===== src/rtl/univ_shift_reg_n.sv =====
// WIDTH-bit universal shift register: hold/shift/load plus rotate, Johnson and LFSR modes,
// with a saturating shift counter and a cycle-complete detector. Option: JOHNSON_SELF_CORRECT_EN.
module univ_shift_reg_n #(
  parameter int unsigned          WIDTH = 4,
  parameter logic [WIDTH-1:0]     TAPS  = WIDTH'(4'b1100),
  parameter int unsigned          CNT_W = 8
) (
  input  logic             clk,
  input  logic             CLR,
  input  logic [2:0]       mode,
  input  logic [WIDTH-1:0] d,
  input  logic             sin_r,
  input  logic             sin_l,
  output logic [WIDTH-1:0] q,
  output logic             sout_r,
  output logic             sout_l,
  output logic [CNT_W-1:0] shift_cnt,
  output logic             cycle_done
);

  typedef enum logic [2:0] {
    M_HOLD    = 3'b000,
    M_SHR     = 3'b001,
    M_SHL     = 3'b010,
    M_LOAD    = 3'b011,
    M_ROTR    = 3'b100,
    M_ROTL    = 3'b101,
    M_JOHNSON = 3'b110,
    M_LFSR    = 3'b111
  } mode_e;

  mode_e            mode_s;
  logic [WIDTH-1:0] q_q, q_d;
  logic [WIDTH-1:0] snap_q, snap_d;
  logic [CNT_W-1:0] cnt_q, cnt_d;
  logic             done_q, done_d;

  assign mode_s = mode_e'(mode);

`ifdef JOHNSON_SELF_CORRECT_EN
  // Legal Johnson states have at most one boundary between adjacent differing bits.
  function automatic logic johnson_legal(input logic [WIDTH-1:0] v);
    int unsigned n;
    n = 0;
    for (int unsigned i = 0; i < WIDTH - 1; i++) begin
      if (v[i] != v[i+1]) n++;
    end
    return (n <= 1);
  endfunction
`endif

  always_comb begin
    q_d    = q_q;
    snap_d = snap_q;
    cnt_d  = cnt_q;
    done_d = 1'b0;
    unique case (mode_s)
      M_HOLD:    q_d = q_q;
      M_SHR:     q_d = {sin_r, q_q[WIDTH-1:1]};
      M_SHL:     q_d = {q_q[WIDTH-2:0], sin_l};
      M_LOAD: begin
        q_d    = d;
        snap_d = d;
      end
      M_ROTR:    q_d = {q_q[0], q_q[WIDTH-1:1]};
      M_ROTL:    q_d = {q_q[WIDTH-2:0], q_q[WIDTH-1]};
      M_JOHNSON: begin
`ifdef JOHNSON_SELF_CORRECT_EN
        if (johnson_legal(q_q)) q_d = {q_q[WIDTH-2:0], ~q_q[WIDTH-1]};
        else                    q_d = '0;
`else
        q_d = {q_q[WIDTH-2:0], ~q_q[WIDTH-1]};
`endif
      end
      M_LFSR: begin
        // All-zeros would lock the LFSR forever, so it is kicked to 1.
        if (q_q == '0) q_d = WIDTH'(1);
        else           q_d = {q_q[WIDTH-2:0], ^(q_q & TAPS)};
      end
      default:   q_d = q_q;
    endcase

    if (mode_s == M_LOAD) begin
      cnt_d = '0;
    end else if (mode_s != M_HOLD && cnt_q != '1) begin
      cnt_d = cnt_q + CNT_W'(1);
    end

    done_d = mode[2] && (q_d == snap_q);
  end

  always_ff @(posedge clk) begin
    if (!CLR) begin
      q_q    <= '0;
      snap_q <= '0;
      cnt_q  <= '0;
      done_q <= 1'b0;
    end else begin
      q_q    <= q_d;
      snap_q <= snap_d;
      cnt_q  <= cnt_d;
      done_q <= done_d;
    end
  end

  assign q          = q_q;
  assign sout_r     = q_q[0];
  assign sout_l     = q_q[WIDTH-1];
  assign shift_cnt  = cnt_q;
  assign cycle_done = done_q;

endmodule


===== config.mk =====
export PLATFORM = sky130hd
export DESIGN_NAME = univ_shift_reg_n
export DESIGN_NICKNAME = d
export VERILOG_FILES = /design/src/rtl/univ_shift_reg_n.sv
export SDC_FILE = /design/constraint.sdc
export NUM_CORES = 1
export LEC_CHECK = 0
export BUFFER_PORTS_ARGS = -buffer_cell sky130_fd_sc_hd__buf_2
export CAP_MARGIN = 20
export CORE_UTILIZATION = 44
export CTS_CLUSTER_DIAMETER = 200
export DETAILED_ROUTE_END_ITERATION = 6
export PLACE_DENSITY = 0.66
export SYNTH_ARGS = -nofsm -noshare
export SYNTH_HDL_FRONTEND = slang
export SYNTH_SLANG_ARGS = --single-unit

===== constraint.sdc =====
create_clock -name clk -period 2.4 [get_ports clk]
set_clock_uncertainty 0.15 [all_clocks]
set_input_delay 0.36 -clock clk [delete_from_list [all_inputs] [get_ports clk]]
set_output_delay 0.36 -clock clk [all_outputs]
set_load 0.005 [all_outputs]

Word level (Yosys, flattened, before mapping)
Cells that the tools add are included.

Multiplexer cells: 2. Equality and inequality tests: 9. Add/sub/neg operators: 1. Bitwise gates (word level): 2. Reductions and logical operators: 7.

Operators with widths (count): $pmux 4 s8 (1); $eq 3x3->1 const B (4); $add 8x1->8 const B (1); $ne 8x8->1 const B (1); $eq 3x2->1 const B (2); $eq 4x4->1 (1); $logic_not 4->1 (1); $mux 4 (1); $reduce_xor 4->1 (1); $eq 3x1->1 const B (1); $logic_not 3->1 (1); $reduce_bool 3->1 (1); $logic_and 1x1->1 (2); $not 1->1 (2); $reduce_or 2->1 (1).

Output and inout port bits: 15. Bits of input ports: 11. Flip-flop bits (word level): 17. Word-level logic and storage cells: 25.

Longest topological paths before layout
Gate-level depths: netlist of the first run.

Depth after elaboration: 5. Depth in mapped cells: 8. Depth with buffers taken out: 8.

Worst setup path after synthesis of the first run
OpenSTA, ideal clock, no wires.

Path kind: in2reg. Start point: input port mode[0]. End point: register done_q (netlist: cycle_done). Path slack: 0.544 ns. Arrival time: 1.633 ns. Cell stages on the path: 7. Cell sequence: buf_4 > nand2_2 > nor4b_2 > a211oi_2 > a221oi_2 > mux2_1 > nor3_2.

Cells in the longest elaborated chain, start to end: 4. Elaborated cells between the ends (all ways): 11.

Ends and longest elaborated chain: start: declaration (RTL line 10) `input logic [2:0] mode,`; $eq 3x3->1 (tied with other cells) (RTL line 57) `unique case (mode_s)`; $pmux 4 s8 * (RTL line 57); $eq 4x4->1 * (RTL line 89) `done_d = mode[2] && (q_d == snap_q);`; $logic_and 1x1->1 * (RTL line 89); end signal: assignment (RTL line 102) `done_q <= done_d;`; end: declaration (RTL line 36) `logic done_q, done_d;`.

Every way passes the cells marked *; elsewhere a longest branch is shown, timed or not. A chain may end at the register's enable or synchronous reset.

Final worst setup path of the first run
Start point: register q_q[3] (netlist: q[3]). End point: register done_q (netlist: cycle_done).

Cells in the longest elaborated chain, start to end: 5. Elaborated cells between the ends (all ways): 7.

Ends and longest elaborated chain: start: declaration (RTL line 33) `logic [WIDTH-1:0] q_q, q_d;`; start signal: assignment (RTL line 99) `q_q <= q_d;`; $reduce_xor 4->1 or $logic_not 4->1 (tied branches) (RTL line 78, 77); $mux 4 (RTL line 77) `if (q_q == '0) q_d = WIDTH'(1);`; $pmux 4 s8 * (RTL line 57); $eq 4x4->1 * (RTL line 89); $logic_and 1x1->1 * (RTL line 89).

Marks and branches as above.

==> results of run 1 <==
routing by layer:
layer | GRT usage | vias to the layer above
met5 | 0 | -
met1 | 0.228 | 429
met3 | 0.0179 | 2
met4 | 0.0676 | 0
met2 | 0.314 | 37
li1 | - | 468
worst max-delay path, cell delays in order, from the launching register on:
cell,delay (ns)
dfxtp_1,0.36
inv_1,0.12
ha_1,0.16
nor4b_2,0.27
a211oi_2,0.07
a221oi_2,0.22
mux2_1,0.37
nor3_2,0.14
flip-flops by register name, summed over array words and instances, names as in the netlist:
signal	flops
q	4
cycle_done	1
shift_cnt	8
snap_q	4
path summary, 6_finish.rpt:
kind / endpoint / cells after the start
min reg2reg: snap_q[0] / 2
min: snap_q[3] / 3
max: cycle_done / 7
max reg2reg: cycle_done / 7
placed cells by master (no fill, tap or decap), drive strengths merged, types with 2 or more instances in the layout:
master / synthesis / layout
xnor2: 4 / 4
a21boi: 4 / 4
a211oi: 3 / 3
ha: 2 / 2
nand2b: 2 / 2
buf: 7 / 25
nor4b: 2 / 2
a31oi: 2 / 2
nand3: 4 / 4
nor2: 12 / 12
a2bb2oi: 2 / 2
nor3: 5 / 5
clkbuf: 1 / 3
nand2: 12 / 12
mux2: 2 / 2
o21ai: 8 / 8
xor2: 3 / 3
dfxtp: 17 / 17
or2: 2 / 2
nor2b: 2 / 2
a21oi: 4 / 4
inv: 6 / 6
and2: 3 / 3
cell families (layout without fill, tap and decap cells):
logic type,Yosys count,count (layout),synth area share
compound gates,29,29,0.225
xor+xnor,7,7,0.0643
fa+ha+maj,3,3,0.0327
flops,17,17,0.318
mux,3,3,0.0304
simple gates,49,49,0.251
buf+inv,14,35,0.0784
metrics by stage:
| step | area, µm² | power [mW] | worst slack (ns) | utilization |
|---|---|---|---|---|
| final | 1200 | 0.596 | 0.483 | 0.531 |
| after global routing | 1200 | 0.638 | 0.363 | 0.531 |
| after CTS | 1200 | 0.609 | 0.464 | 0.531 |
| after detailed placement | 1170 | 0.455 | 0.236 | 0.518 |
| after global placement | 1170 | 0.452 | 0.301 | 0.518 |
| after floorplan | 1070 | 0.424 | 0.544 | - |
power by group:
group / switching, mW / total (mW) / internal [mW]
clock network: 0.0844 / 0.146 / 0.0618
logic: 0.0708 / 0.139 / 0.0677
registers: 0.0150 / 0.311 / 0.296
total: 0.170 / 0.596 / 0.425
layout make-up:
class,count,area share
Tap cell,28,0.0293
Multi-Input combinational cell,91,0.540
Timing Repair Buffer,25,0.105
Inverter,6,0.0188
Clock buffer,3,0.0188
Sequential cell,17,0.285
Clock inverter,1,0.00418
==> summary.md, run 1 <==
| Metric | Value |
|---|---|
| Status | `completed` |
| Nature of the critical path startpoint | `flip-flop` |
| CTS tree | `built` |
| Placed insts | `167` |
| Routed WL per cell | `12.6 µm` |
| Peak Freq | `522 MHz` |
| Setup Viol. Count Final | `0` |
| Max FO, Critical Path | `5` |
| Post-synthesis sequential area ratio | `0.318` |
| DR DRC count | `0` |
| Via count | `936` |
| Io pins | `26` |
| Register area | `340 µm²` |
| CTS resizes | `0` |
| Crit path from | `q[3]` |
| Hold WS | `0.192 ns` |
| Sum of negative setup slack | `0 ns` |
| PD cells | `498 nW/µm²` |
| Drt pass-1 iters | `4` |
| First DRT Iteration DRCs | `10` |
| Yosys warning count | `0` |
| First-pass GRT wire length | `3.58 mm` |
| Pins Over Slew Limit | `0` |
| Clock root cell | `clkbuf_4` |
| Max VDD drop | `286 µV` |
| Synthesized cell area | `1070 µm²` |
| Clock transition at path regs | `0.10 ns` |
| HPWL after DPL | `1.67 mm` |
| Vias/cell | `5.47` |
| Seq cells post-synth | `17` |
| Ys flop type | `dfxtp_1` |
| LEAKAGE | `0.485 nW` |
| Clk buf depth | `2` |
| Final WL | `2.16 mm` |
| Worst reg2reg setup slack | `0.48 ns` |
| Met3 wire length | `123 µm` |
| Vias in the first global route | `821` |
| Footprint of the multi-input gates | `646 µm²` |
| Post-Syn Nets | `135` |
| Die area | `2630 µm²` |
| Initial antenna violation count | `0` |
| Worst reg2reg startpoint | `q[3]` |
| Port Buf Inserts | `25` |
| Worst-Skew Late Latency | `0.28 ns` |
| Die width | `51.3 µm` |
| Cells after synthesis | `122` |
| Synth cell count leaders | `dfxtp_1 (17), nand2_1 (11), nor2_1 (11)` |
| Share of layout cells above drive strength 1 | `0.301` |
| Max Cap Viol | `0` |
| Nets@finish | `157` |
| # fillers | `245` |
| N_diodes | `0` |
| Post-DRT Antenna Nets | `0` |
| Area delta synth->final | `11.8%` |
| Wl on met1 | `990 µm` |
| Crit path arrival time | `1.99 ns` |
| Async set-reset flop share out of synthesis | `0` |
| Synth cell types | `48` |
| Hold Crit Start | `d[3]` |
| Tmin final | `1.92 ns` |
| Hold buffer count at CTS | `0` |
| Min-delay worst type | `in2reg` |
| Post-synth EDFFs | `0` |
| Sinks on Clock Net | `17` |
| Top-area cell type share of the netlist area | `0.318` |
| Largest net degree at the start of global routing | `19` |
| Num CTS Buffers | `3` |
| RSZ-0062 raised after global routing | `false` |
| CP Data Required Time | `2.47 ns` |
| Core Footprint | `2250 µm²` |
| Post-CTS Setup Bufs | `0` |
| Critical path capture point type | `flip-flop` |
| Yosys top cell by area | `dfxtp_1` |
| Count leader, synth | `dfxtp_1` |
| Top sig layer | `met4` |
| Gpl congestion | `0.920` |
| Tot GR Track Use | `0.180` |
| # H-tree levels | `1` |
| Initial Utilization | `0.474` |
| Largest cells by area after synthesis | `dfxtp_1 (32%), nand2_1 (3.9%), nor2_1 (3.9%), o21ai_0 (2.8%), a21boi_0 (2.8%)` |
| Fin crit share | `0.799` |
| Post-Syn Area per Cell | `8.77 µm²` |
| Die Ht | `51.3 µm` |
| Slew @ Worst Pin | `0.580 ns` |
| FP Rows | `17` |
| Critical path class | `reg2reg` |
| Total congestion overflow | `0` |
| Final non-filler cell total | `171` |
| Rel. slew slack | `0.611` |
| Metal2 WL | `1.03 mm` |
| Final hold violation count | `0` |
Note: power is estimated with default switching activity, not from simulation.
==> run 2, diff against run 1 <==
ABC_AREA = 1   (was unset)
PLACE_DENSITY = 0.68   (was 0.66)
clock period = 1.7 ns   (was 2.4 ns; I/O delays follow)
==> summary.md, run 2 <==
| Metric | Value |
|---|---|
| Status | `completed` |
| HPWL after DPL | `2.17 mm (+30%)` |
| Peak Freq | `614 MHz (+18%)` |
| Area delta synth->final | `17.4%` |
| Drt pass-1 iters | `4 (unchanged)` |
| Ys flop type | `dfxtp_1` |
| Sinks on Clock Net | `17 (unchanged)` |
| Sum of negative setup slack | `0 ns (unchanged)` |
| Clock transition at path regs | `0.10 ns (about the same)` |
| Seq cells post-synth | `17 (unchanged)` |
| CP max stage cell | `dfxtp_1` |
| Port Buf Inserts | `25 (unchanged)` |
| Critical path capture point type | `flip-flop` |
| Cell Chain, Critical Path | `ha_1, nand3_1, nor2_2, nand3_1, nand2_4, inv_2, nand2_2, o21ai_1, a21oi_1` |
| Clk buf depth | `2 (unchanged)` |
| Count leader, synth | `nand2_1` |
| Largest register FFs | `8 (unchanged)` |
| Pins Over Slew Limit | `0 (unchanged)` |
| Via count | `1203 (+29%)` |
| Synthesized cell area | `1140 µm² (+6.8%)` |
| Tmin final | `1.63 ns (-0.289 ns)` |
| Crit path largest cell delay | `0.37 ns (about the same)` |
| Setup Viol. Count Final | `0 (unchanged)` |
| # H-tree levels | `1 (unchanged)` |
| Synth cell types | `33 (-31%)` |
| Die area | `2800 µm² (+6.5%)` |
| Max VDD drop | `709 µV (+150%)` |
| Most frequent CP cell | `nand3_1` |
| Worst-Skew Late Latency | `0.29 ns (about the same)` |
| Gpl congestion | `0.963 (+4.7%)` |
| Io pins | `26 (unchanged)` |
| DR DRC count | `0 (unchanged)` |
| Core Footprint | `2450 µm² (+8.9%)` |
| Largest net degree at the start of global routing | `11 (-8)` |
| Crit path arrival time | `1.71 ns (-0.28 ns)` |
| Nets@finish | `215 (+37%)` |
| Post-Syn Nets | `184 (+36%)` |
| Initial Utilization | `0.465 (-0.00913)` |
| Num CTS Buffers | `3 (unchanged)` |
| Max FO, Critical Path | `9 (+4)` |
| Synth cell count leaders | `nand2_1 (41), inv_1 (19), dfxtp_1 (17)` |
| Total congestion overflow | `0 (unchanged)` |
| Top-area cell type share of the netlist area | `0.298 (-0.0202)` |
| Min-delay worst type | `in2reg` |
| Post-DRT Antenna Nets | `0 (unchanged)` |
| Async set-reset flop share out of synthesis | `0 (unchanged)` |
| Post-synthesis sequential area ratio | `0.298 (-0.0202)` |
| First-pass GRT wire length | `4.35 mm (+22%)` |
| Routed WL per cell | `11.6 µm (-7.6%)` |
| RSZ-0062 raised after global routing | `true` |
| Clock root cell | `clkbuf_4` |
| First DRT Iteration DRCs | `36 (+26)` |
| FP Rows | `18 (+1)` |
| Post-synth EDFFs | `0 (unchanged)` |
| PD cells | `645 nW/µm² (+30%)` |
| Post-CTS Setup Bufs | `0 (unchanged)` |
| N_diodes | `0 (unchanged)` |
| LEAKAGE | `0.654 nW (+35%)` |
| Commonest non-fill, non-tap cell in the layout | `nand2_1` |
| Die Ht | `53.0 µm (+3.2%)` |
| Fin crit share | `0.957 (+0.159)` |
| Hold path depth | `3 (unchanged)` |
| Rel. slew slack | `0.794 (+0.184)` |
| Nature of the critical path startpoint | `flip-flop` |
| Yosys warning count | `0 (unchanged)` |
| R2R depth | `9 (+2)` |
| Vias in the first global route | `1036 (+26%)` |
| Tot GR Track Use | `0.212 (+0.0317)` |
| CP Data Required Time | `1.78 ns (-0.69 ns)` |
| Yosys top cell by area | `dfxtp_1` |
| Die width | `53.0 µm (+3.2%)` |
| Critical path class | `reg2reg` |
| Vias/cell | `5.21 (-4.9%)` |
| CTS tree | `built` |
| Hold buffer count at CTS | `0 (unchanged)` |
| Initial antenna violation count | `0 (unchanged)` |
| Final WL | `2.69 mm (+25%)` |
| Most frequent cells in the layout | `nand2_1 (41), buf_2 (25), inv_1 (19)` |
| Post-Syn Area per Cell | `6.68 µm² (-24%)` |
| Largest cells by area after synthesis | `dfxtp_1 (30%), nand2_1 (13%), inv_1 (6.2%), nand4_1 (4.9%), nor2_1 (4.9%)` |
| Hold WS | `0.0953 ns (-0.0968 ns)` |
| Cells after synthesis | `171 (+40%)` |
| Final hold violation count | `0 (unchanged)` |
| Max Cap Viol | `0 (unchanged)` |
| Share of layout cells above drive strength 1 | `0.303 (+0.00278)` |
| Slew @ Worst Pin | `0.308 ns (-0.271 ns)` |
## run 2: changes by cell type after synthesis, moves of 6 or more
cell / previous run / this run
inv_1: 6 / 19
nand3_1: 3 / 10
nand4_1: 1 / 9
nand2_1: 11 / 41
nand2_2: 1 / 7
## run 2: per-stage QoR
stage                     area (µm²)  setup slack, ns  cells   util  power (mW)
after floorplan                 1140            0.138    171      -       0.593
after global placement          1300           0.0690    227  0.531       0.652
final                           1340           0.0726    231  0.546       0.865
after CTS                       1330           0.0365    231  0.543       0.869
after global routing            1340         -0.00321    231  0.546       0.926
after detailed placement        1300        -0.000263    227  0.531       0.656
## run 2: area by class of cell
cell class              instances  area [µm²]
flip-flops and latches         17         343
inverters                      26         103
multi-input cells             122         653
fillers                       258        1110
clock inverters                 1        5.00
clock buffers                   3        22.5
repair buffers                 32         178
well taps                      30        37.5
## run 2: worst max-delay path: cells and delay by family, from the launching register on
| kind | cells | cell delay (ns) |
|---|---|---|
| fa+ha+maj | 1 | 0.17 |
| flops | 1 | 0.37 |
| compound gates | 2 | 0.19 |
| simple gates | 5 | 0.61 |
| buf+inv | 1 | 0.07 |
## run 2: cells by family after synthesis
logic type / after synthesis / synth area share
compound gates: 24 / 0.118
xor+xnor: 1 / 0.00767
fa+ha+maj: 2 / 0.0219
buf+inv: 32 / 0.137
flops: 17 / 0.298
simple gates: 95 / 0.417
## run 2: final timing paths
check	start	slack (ns)	to
min reg2reg	shift_cnt[0]	0.34	shift_cnt[0]
max reg2reg	shift_cnt[1]	0.07	shift_cnt[5]
max	shift_cnt[1]	0.07	shift_cnt[5]
min	d[3]	0.1	snap_q[3]
## run 2: routing by layer
metal | GRT usage | vias to the layer above | share of wire
li1 | - | 620 | -
met1 | 0.258 | 544 | 0.47
met2 | 0.359 | 37 | 0.47
met3 | 0.0747 | 2 | 0.059
met4 | 0.0395 | 0 | 0.0048
met5 | 0 | - | 0
## run 2: power by group
group | switching, mW | internal [mW]
Clock | 0.128 | 0.0876
Sequential | 0.0133 | 0.417
Combinational | 0.133 | 0.0874
Total | 0.274 | 0.592
## run 2: timing repair
| item | in CTS | in global routing |
|---|---|---|
| endpoints found under the setup margin | 2 | 4 |
| pin swaps | 0 | 0 |
| gates resized for setup | 1 | 3 |
